<file path="config.mk">
export PLATFORM = sky130hd
export DESIGN_NAME = mem_seq_unit_flat
export DESIGN_NICKNAME = d
export VERILOG_FILES = /design/src/rtl/mem_seq_unit_if.sv /design/src/rtl/mem_seq_unit.sv /design/src/flat_wrapper.sv
export SDC_FILE = /design/constraint.sdc
export NUM_CORES = 1
export LEC_CHECK = 0
export CAP_MARGIN = 20
export CORE_MARGIN = 10
export CORE_UTILIZATION = 42
export DETAILED_ROUTE_END_ITERATION = 16
export PLACE_DENSITY = 0.69
export SLEW_MARGIN = 20
export SYNTH_ARGS = -nofsm -noshare
export SYNTH_HDL_FRONTEND = slang
export SYNTH_SLANG_ARGS = --single-unit
</file>
<file path="constraint.sdc">
create_clock -name clk -period 4.93 [get_ports clk]
set_input_delay 0.7395 -clock clk [delete_from_list [all_inputs] [get_ports clk]]
set_output_delay 0.7395 -clock clk [all_outputs]
set_load 0.005 [all_outputs]
</file>
<file path="src/rtl/mem_seq_unit_if.sv">
// Byte-wide memory port between mem_seq_unit (master) and a memory (slave).
// Ports: mem_raddr/mem_data_out read path, mem_waddr/mem_data_in/mem_write write path, mem_ready.
interface mem_seq_unit_if #(
   parameter int addr_width = 9
);
   logic [addr_width-1:0] mem_raddr;
   logic [7:0]            mem_data_out;
   logic [addr_width-1:0] mem_waddr;
   logic [7:0]            mem_data_in;
   logic                  mem_write;
   logic                  mem_ready;

   modport master (
      output mem_raddr, mem_waddr, mem_data_in, mem_write,
      input  mem_data_out, mem_ready
   );

   modport slave (
      input  mem_raddr, mem_waddr, mem_data_in, mem_write,
      output mem_data_out, mem_ready
   );
endinterface

</file>
<file path="src/rtl/mem_seq_unit.sv">
// Byte-serial big-endian load/store sequencer between a wide register and a byte memory.
// Ports: clk, reset, start/op_write/size/signext/addr/wdata in, rdata/busy/done/err out, mem (master).
module mem_seq_unit #(
   parameter int addr_width   = 9,
   parameter int data_width   = 32,
   parameter int read_latency = 2
) (
   input  logic                  clk,
   input  logic                  reset,
   input  logic                  start,
   input  logic                  op_write,
   input  logic [1:0]            size,
   input  logic                  signext,
   input  logic [addr_width-1:0] addr,
   input  logic [data_width-1:0] wdata,
   output logic [data_width-1:0] rdata,
   output logic                  busy,
   output logic                  done,
   output logic                  err,
   mem_seq_unit_if.master        mem
);
   localparam int NB = data_width / 8;
   localparam int CW = (read_latency > 1) ? $clog2(read_latency) : 1;
   localparam logic [CW-1:0] CNT_LAST = CW'(read_latency - 1);

   typedef enum logic [2:0] {IDLE, RD, WR_SETUP, WR_STROBE, FIN} state_t;

   state_t                state_q, state_d;
   logic [addr_width-1:0] mem_raddr_q, mem_raddr_d;
   logic [addr_width-1:0] mem_waddr_q, mem_waddr_d;
   logic [7:0]            mem_data_in_q, mem_data_in_d;
   logic [data_width-1:0] rdata_q, rdata_d;
   logic [data_width-1:0] acc_q, acc_d;
   logic [data_width-1:0] wbuf_q, wbuf_d;
   logic [CW-1:0]         cnt_q, cnt_d;
   logic [3:0]            left_q, left_d;
   logic [6:0]            nbits_q, nbits_d;
   logic                  signext_q, signext_d;
   logic                  err_q, err_d;

   logic [3:0]            n_req;
   logic [6:0]            nbits_req;
   logic                  legal;
   logic [7:0]            wshift;
   logic [data_width-1:0] walign;
   logic [data_width-1:0] acc_next;
   logic [data_width-1:0] mask;
   logic [data_width-1:0] sign_sh;

   always_comb begin
      n_req     = 4'd1 << size;
      nbits_req = {n_req, 3'b000};
      legal     = (int'(n_req) <= NB);
      // left-justify the store bytes so the next byte is always the top one
      wshift    = 8'(data_width) - {1'b0, nbits_req};
      walign    = wdata << wshift;
      acc_next  = (acc_q << 8) | data_width'(mem.mem_data_out);
      mask      = ~({data_width{1'b1}} << nbits_q);
      sign_sh   = acc_next >> (nbits_q - 7'd1);
   end

   always_comb begin
      state_d       = state_q;
      mem_raddr_d   = mem_raddr_q;
      mem_waddr_d   = mem_waddr_q;
      mem_data_in_d = mem_data_in_q;
      rdata_d       = rdata_q;
      acc_d         = acc_q;
      wbuf_d        = wbuf_q;
      cnt_d         = cnt_q;
      left_d        = left_q;
      nbits_d       = nbits_q;
      signext_d     = signext_q;
      err_d         = err_q;
      unique case (state_q)
         IDLE, FIN: begin
            state_d = IDLE;
            if (start) begin
               err_d = !legal;
               if (!legal) begin
                  state_d = FIN;
               end else if (op_write) begin
                  mem_waddr_d   = addr;
                  wbuf_d        = walign;
                  mem_data_in_d = walign[data_width-1 -: 8];
                  left_d        = n_req;
                  state_d       = WR_STROBE;
               end else begin
                  mem_raddr_d = addr;
                  acc_d       = '0;
                  cnt_d       = '0;
                  left_d      = n_req;
                  nbits_d     = nbits_req;
                  signext_d   = signext;
                  state_d     = RD;
               end
            end
         end
         RD: begin
            // counter saturates at the sample edge; stalls just retry
            if (cnt_q == CNT_LAST) begin
               if (mem.mem_ready) begin
                  acc_d  = acc_next;
                  cnt_d  = '0;
                  left_d = left_q - 4'd1;
                  if (left_q == 4'd1) begin
                     if (signext_q && sign_sh[0]) begin
                        rdata_d = acc_next | ~mask;
                     end else begin
                        rdata_d = acc_next & mask;
                     end
                     state_d = FIN;
                  end else begin
                     mem_raddr_d = mem_raddr_q + addr_width'(1);
                  end
               end
            end else begin
               cnt_d = cnt_q + CW'(1);
            end
         end
         WR_STROBE: begin
            if (mem.mem_ready) begin
               state_d = WR_SETUP;
            end
         end
         WR_SETUP: begin
            if (left_q == 4'd1) begin
               state_d = FIN;
            end else begin
               mem_waddr_d   = mem_waddr_q + addr_width'(1);
               wbuf_d        = wbuf_q << 8;
               mem_data_in_d = wbuf_d[data_width-1 -: 8];
               left_d        = left_q - 4'd1;
               state_d       = WR_STROBE;
            end
         end
         default: state_d = IDLE;
      endcase
   end

   always_ff @(posedge clk) begin
      if (reset) begin
         state_q       <= IDLE;
         mem_raddr_q   <= '0;
         mem_waddr_q   <= '0;
         mem_data_in_q <= '0;
         rdata_q       <= '0;
         acc_q         <= '0;
         wbuf_q        <= '0;
         cnt_q         <= '0;
         left_q        <= '0;
         nbits_q       <= '0;
         signext_q     <= 1'b0;
         err_q         <= 1'b0;
      end else begin
         state_q       <= state_d;
         mem_raddr_q   <= mem_raddr_d;
         mem_waddr_q   <= mem_waddr_d;
         mem_data_in_q <= mem_data_in_d;
         rdata_q       <= rdata_d;
         acc_q         <= acc_d;
         wbuf_q        <= wbuf_d;
         cnt_q         <= cnt_d;
         left_q        <= left_d;
         nbits_q       <= nbits_d;
         signext_q     <= signext_d;
         err_q         <= err_d;
      end
   end

   // the strobe cycle is exactly the WR_SETUP state, so it can never repeat
   assign busy            = (state_q == RD) || (state_q == WR_SETUP) || (state_q == WR_STROBE);
   assign done            = (state_q == FIN);
   assign err             = err_q;
   assign rdata           = rdata_q;
   assign mem.mem_raddr   = mem_raddr_q;
   assign mem.mem_waddr   = mem_waddr_q;
   assign mem.mem_data_in = mem_data_in_q;
   assign mem.mem_write   = (state_q == WR_SETUP);
endmodule

</file>
<file path="src/flat_wrapper.sv">
// flat-port wrapper written by rule: the top's interface ports become plain ports
module mem_seq_unit_flat 
#(
   parameter int addr_width   = 9,
   parameter int data_width   = 32,
   parameter int read_latency = 2
)
  (clk, reset, start, op_write, size, signext, addr, wdata, rdata, busy, done, err, mem_mem_raddr, mem_mem_waddr, mem_mem_data_in, mem_mem_write, mem_mem_data_out, mem_mem_ready);
  mem_seq_unit_if #(.addr_width(addr_width)) mem_i ();
  input  logic clk;
  input  logic reset;
  input  logic start;
  input  logic op_write;
  input  logic [1:0] size;
  input  logic signext;
  input  logic [addr_width-1:0] addr;
  input  logic [data_width-1:0] wdata;
  output logic [data_width-1:0] rdata;
  output logic busy;
  output logic done;
  output logic err;
  output wire logic [$bits(mem_i.mem_raddr)-1:0] mem_mem_raddr;
  output wire logic [$bits(mem_i.mem_waddr)-1:0] mem_mem_waddr;
  output wire logic [$bits(mem_i.mem_data_in)-1:0] mem_mem_data_in;
  output wire logic [$bits(mem_i.mem_write)-1:0] mem_mem_write;
  input wire logic [$bits(mem_i.mem_data_out)-1:0] mem_mem_data_out;
  input wire logic [$bits(mem_i.mem_ready)-1:0] mem_mem_ready;
  assign mem_mem_raddr = mem_i.mem_raddr;
  assign mem_mem_waddr = mem_i.mem_waddr;
  assign mem_mem_data_in = mem_i.mem_data_in;
  assign mem_mem_write = mem_i.mem_write;
  assign mem_i.mem_data_out = mem_mem_data_out;
  assign mem_i.mem_ready = mem_mem_ready;
  mem_seq_unit #(.addr_width(addr_width), .data_width(data_width), .read_latency(read_latency)) u_core (.clk(clk), .reset(reset), .start(start), .op_write(op_write), .size(size), .signext(signext), .addr(addr), .wdata(wdata), .rdata(rdata), .busy(busy), .done(done), .err(err), .mem(mem_i));
endmodule
</file>
==> results of run 1 <==
worst paths after layout:
check,startpoint,to,slack (ps),cells past startpoint
setup / recovery,u_core.state_q[0],mem_mem_write,1240,4
hold / removal,u_core.rdata[4],u_core.rdata[4],460,2
setup reg to reg,u_core.state_q[0],u_core.rdata[9],1880,5
hold reg to reg,u_core.rdata[4],u_core.rdata[4],460,2
cell families after synthesis:
kind of cell / Yosys count / share of synthesized area [%]
adders and majority gates: 5 / 1.120
DFF: 120 / 43.01
muxes: 9 / 1.837
buffers and inverters: 78 / 5.645
and+or+nand+nor: 218 / 19.00
AOI/OAI and AO/OA: 233 / 29.39
tightest hold or removal path, cell delays in order, from the launching register on:
cell and delay [ps]:
dfxtp_1 310, nand2_1 50, a21oi_1 50
through the flow:
stage / setup WS, ps / power (mW)
2_1_floorplan: 2733 / 1.342
3_3_place_gp: 1508 / 1.514
3_5_place_dp: 1497 / 1.523
4_1_cts: 1016 / 2.684
5_1_grt: 1111 / 2.772
6_report: 1243 / 2.675
cell type report:
| cell class | instances | area share (%) |
|---|---|---|
| Inverter | 19 | 0.9659 |
| Clock buffer | 18 | 5.948 |
| Multi-Input combinational cell | 465 | 38.93 |
| Tap cell | 176 | 2.983 |
| Timing Repair Buffer | 129 | 17.05 |
| Clock inverter | 14 | 1.576 |
| Sequential cell | 120 | 32.55 |
state kept, by name (all words and copies together), names as in the netlist:
signal and cells:
u_core.nbits_q 4, u_core.mem.mem_data_in 8, u_core.mem.mem_waddr 9, u_core.cnt_q 1
u_core.mem.mem_raddr 9, u_core.signext_q 1, u_core.acc_q 24, u_core.rdata 32
u_core.state_q 3, u_core.wbuf_q 24, u_core.left_q 4, u_core.err 1
layout by cell type, fill, tap and decap left out, types with 8 or more instances in the layout:
cell type,instances
nand3_1,31
nand2_1,80
nor3_1,11
inv_1,18
a21oi_1,56
clkbuf_16,17
a311oi_1,12
a211oi_1,27
nor2_1,40
nand4_1,15
dfxtp_1,119
o221ai_1,8
mux2i_1,8
a22o_1,25
buf_4,11
clkdlybuf4s50_1,117
a221o_1,9
o21ai_0,33
o22ai_1,9
o2111ai_1,8
metal layers:
metal  track usage [%]  share of wire (%)  wire, um  up-vias
met2             32.31                 50      8845      221
met4             6.998                1.3       239        0
li1                  -                  -         -     2675
met3             5.045                6.9      1230       24
met1             22.86                 42      7415     2681
met5                 0                  0         0        -
power by group:
| part | internal [mW] | total (mW) | switching [mW] |
|---|---|---|---|
| sequential | 1.02 | 1.07 | 0.0545 |
| combinational | 0.189 | 0.438 | 0.249 |
| clock | 0.667 | 1.17 | 0.499 |
==> reports/results.tsv, run 1 <==
metric	value	unit
status	complete, no violations	
crit path kind	reg2out	
Least-Margin Pin Slew	989.9	ps
worst-case clock buffer depth	2	
Post-Layout Inst Area	0.007383	mm2
Fin Setup TNS	0	ps
postcts setup bufs	0	
CTS tree	built	
top post-synthesis cells by area	dfxtp_1 (43%), nand2_1 (5.4%), a21oi_1 (5.0%), a22o_1 (3.9%), a211oi_1 (3.6%)	
Worst Path Max Fanout	47	
worst hold slack	457.0	ps
final setup violation count	0	
Fillers	1216	
clk_lat worst skew	430	ps
number of antenna-violating nets in the routed design	0	
GR Overflow Total	0	
FP Rows	42	
post-route core utilization	56.20	%
DRT Wirelength	17730	um
fmax	271.3	MHz
CP endpoint kind	primary output	
register area	0.002404	mm2
RSZ-0062 raised after global routing	no	
Max-Cap Viols	0	
Die Ht	135.3	um
TritonCTS Buffers	17	
average routed wire per standard cell	18.84	um
EDFF count, synth	0	
largest net degree at the start of global routing	86	
H-tree depth	4	
area grow syn2layout	32.19	%
sequential share of the synthesized area	43.01	%
RD Place Congestion	0.8881	
mapped cell area	0.005585	mm2
post-cts sizing count	0	
hpwl dp	12320	um
vias in the first global route	5524	
LEAKAGE	2.523	nW
die span in x	135.3	um
routed via count	5601	
Slowest-stage cell, CP	clkdlybuf4s50_1	
Mapped Cells	663	
Layout Nets	814	
Initial Utilization	42.51	%
type of origin of the critical path	register	
area leader, netlist	dfxtp_1	
Slew Viols, Final	0	
Fin. Hold Viols	0	
Residual DRC	0	
clk root buf	clkbuf_16	
Main synth FF type	dfxtp_1	
cell count after placement	909	
top cell type's share of synthesized area	43.01	%
clock skew	4.641	ps
ant diodes	0	
Worst EP arrival	2950	ps
initial antenna violation count	0	
clk slew on worst S/H paths	60	ps
CTS Hold Buffers Added	0	
slowest stage delay, CP	640	ps
PortBufs	118	
minimum clock period after layout	3687	ps
Relative slew margins	33.93	%
Netlist cell types	60	
synth cell count leaders	dfxtp_1 (120), nand2_1 (80), a21oi_1 (56), clkbuf_1 (41), nor2_1 (40)	
layout cells sized above 1	7.974	%
Tcrit/Tclk final	74.78	%
Synth async-reset ratio	0	%
Synth Area per Inst	8.424	um2
#FFs+latches synth	120	
placed cell area	0.006827	mm2
Top delay family on crit path	buffers and inverters	
CTS sink cnt	120	
I/O Pins	119	
fin cells	941	
PwrDens	362.4	mW/mm2
First-pass DRT Iterations	5	
syn nets	725	
worst hold path class	reg2reg	
Via density	5.952	
Required @ worst endpoint	4190	ps
first-pass GRT wire length	28500	um
GRT Total Usage	19.15	%
core region area	0.01314	mm2
DIE AREA	0.01831	mm2
Multi-input gate area	0.002874	mm2
starting DRC count in detailed routing	471	
crit path buf inv count	3	
Cell Chain, Critical Path	or3b_2 -> buf_4 -> inv_2 -> clkdlybuf4s50_1	
number of synthesis warnings	0	
Worst VDD drop	0.2116	mV
most common cell in the synthesized netlist	dfxtp_1	
No activity file was read; power rests on OpenSTA's default activity.
==> run 2: changes to the inputs <==
--- a/config.mk
+++ b/config.mk
@@ -9,7 +9,7 @@
 export CORE_MARGIN = 10
 export CORE_UTILIZATION = 42
 export DETAILED_ROUTE_END_ITERATION = 16
-export PLACE_DENSITY = 0.69
+export PLACE_DENSITY = 0.72
 export SLEW_MARGIN = 20
 export SYNTH_ARGS = -nofsm -noshare
 export SYNTH_HDL_FRONTEND = slang
==> constraint.sdc (replaced) <==
create_clock -name clk -period 2.95 [get_ports clk]
set_input_delay 0.4425 -clock clk [delete_from_list [all_inputs] [get_ports clk]]
set_output_delay 0.4425 -clock clk [all_outputs]
set_load 0.005 [all_outputs]
==> run 2 against run 1 <==
Effect of this change:
- sequential power rose by 66%
- combinational power rose by 75%
- critical path depth fell by 1
- non-clock buffer count rose by 11
- first-iteration DRC count fell by 16%
- sequential share of layout area fell by 0.67 points
- cell count rose by 1.1%
- core utilization rose by 1.1 points
- register-to-register slack got worse by 1500 ps
- sequential cell count did not move
- critical path type unchanged
- largest power group unchanged
==> reports/results.tsv, run 2 (same netlist as run 1, synthesis figures left out) <==
metric	value	unit
slowest stage delay, CP	590	ps
postcts setup bufs	0	
GRT Total Usage	19.19	%
CP endpoint kind	primary output	
number of antenna-violating nets in the routed design	0	
minimum clock period after layout	2719	ps
Tcrit/Tclk final	92.17	%
First-pass DRT Iterations	5	
area grow syn2layout	34.88	%
clk slew on worst S/H paths	50	ps
Least-Margin Pin Slew	1034	ps
Slowest-stage cell, CP	clkdlybuf4s50_1	
Initial Utilization	42.51	%
fin cells	951	
layout cells sized above 1	8.903	%
clock skew	13.31	ps
Max-Cap Viols	0	
FP Rows	42	
Cell Chain, Critical Path	or3b_2 -> inv_2 -> clkdlybuf4s50_1	
final setup violation count	0	
Worst EP arrival	2280	ps
leading cell type in the layout, fill and taps excluded	dfxtp_1	
DIE AREA	0.01831	mm2
first-pass GRT wire length	28670	um
fmax	367.8	MHz
starting DRC count in detailed routing	394	
LEAKAGE	2.616	nW
Worst VDD drop	0.3262	mV
largest net degree at the start of global routing	86	
cell count after placement	920	
Worst Path Max Fanout	13	
PortBufs	118	
Fin Setup TNS	0	ps
RSZ-0062 raised after global routing	no	
post-cts sizing count	0	
RD Place Congestion	0.9016	
PwrDens	630.5	mW/mm2
ant diodes	0	
Die Ht	135.3	um
DRT Wirelength	17820	um
CTS Hold Buffers Added	0	
Power Total	4.750	mW
die span in x	135.3	um
vias in the first global route	5570	
Via density	5.979	
Residual DRC	0	
Layout Nets	825	
crit path kind	reg2out	
Largest register FFs	32	
core region area	0.01314	mm2
CTS sink cnt	120	
GR Overflow Total	0	
clk root buf	clkbuf_16	
status	complete, no violations	
clk_lat worst skew	430	ps
hpwl dp	12590	um
initial antenna violation count	0	
Required @ worst endpoint	2510	ps
I/O Pins	119	
Slew Viols, Final	0	
worst hold slack	455.3	ps
commonest cells after routing, fill and taps aside	dfxtp_1 (120), clkdlybuf4s50_1 (117), nand2_1 (80)	
worst-case clock buffer depth	2	
CTS tree	built	
average routed wire per standard cell	18.74	um
Fin. Hold Viols	0	
Relative slew margins	30.83	%
TritonCTS Buffers	17	
routed via count	5686	
type of origin of the critical path	register	
worst hold path class	reg2reg	
H-tree depth	4	
-- run 2: routing by layer --
metal,global-route usage [%],routed length (um),up-vias
met5,0,0,-
met2,31.50,8842,225
met1,22.54,7271,2735
met3,5.935,1259,34
li1,-,-,2692
met4,8.553,443,0
-- run 2: worst paths after layout --
check | from | to | slack [ps] | depth (start not counted)
worst max-delay path | u_core.state_q[1] | mem_mem_write | 230 | 3
worst max register to register | u_core.state_q[0] | u_core.rdata[9] | 350 | 4
worst min register to register | u_core.rdata[5] | u_core.rdata[5] | 460 | 2
worst min-delay path | u_core.rdata[5] | u_core.rdata[5] | 460 | 2
-- run 2: worst max-delay path: cells and delay by family (launching register included) --
family	cells	cell delay (ps)
simple gates	1	510
flops	1	540
buf+inv	2	810
-- run 2: final cells by class --
class | instances | area [um2]
clock buffer | 18 | 429.2
clock inverter | 13 | 195.2
fill | 1163 | 5604
inverter | 19 | 71.32
multi-input combinational | 465 | 2874
sequential | 120 | 2402
tap | 176 | 220.2
timing repair buffer | 140 | 1341
-- run 2: stage by stage --
step           area (um2)  setup WS [ps]  util (%)
4_1_cts              7533          235.2     57.34
3_5_place_dp         6909          356.5     52.59
5_1_grt              7533          107.1     57.34
2_1_floorplan        5585           1014         -
3_3_place_gp         6909          422.8     52.59
6_report             7533          231.0     57.34
-- run 2: power by group --
| group | leakage (nW) | internal (mW) | switching (mW) |
|---|---|---|---|
| registers | 0.972 | 1.70 | 0.0816 |
| clock network | 0.294 | 1.42 | 0.780 |
| logic | 1.35 | 0.333 | 0.435 |
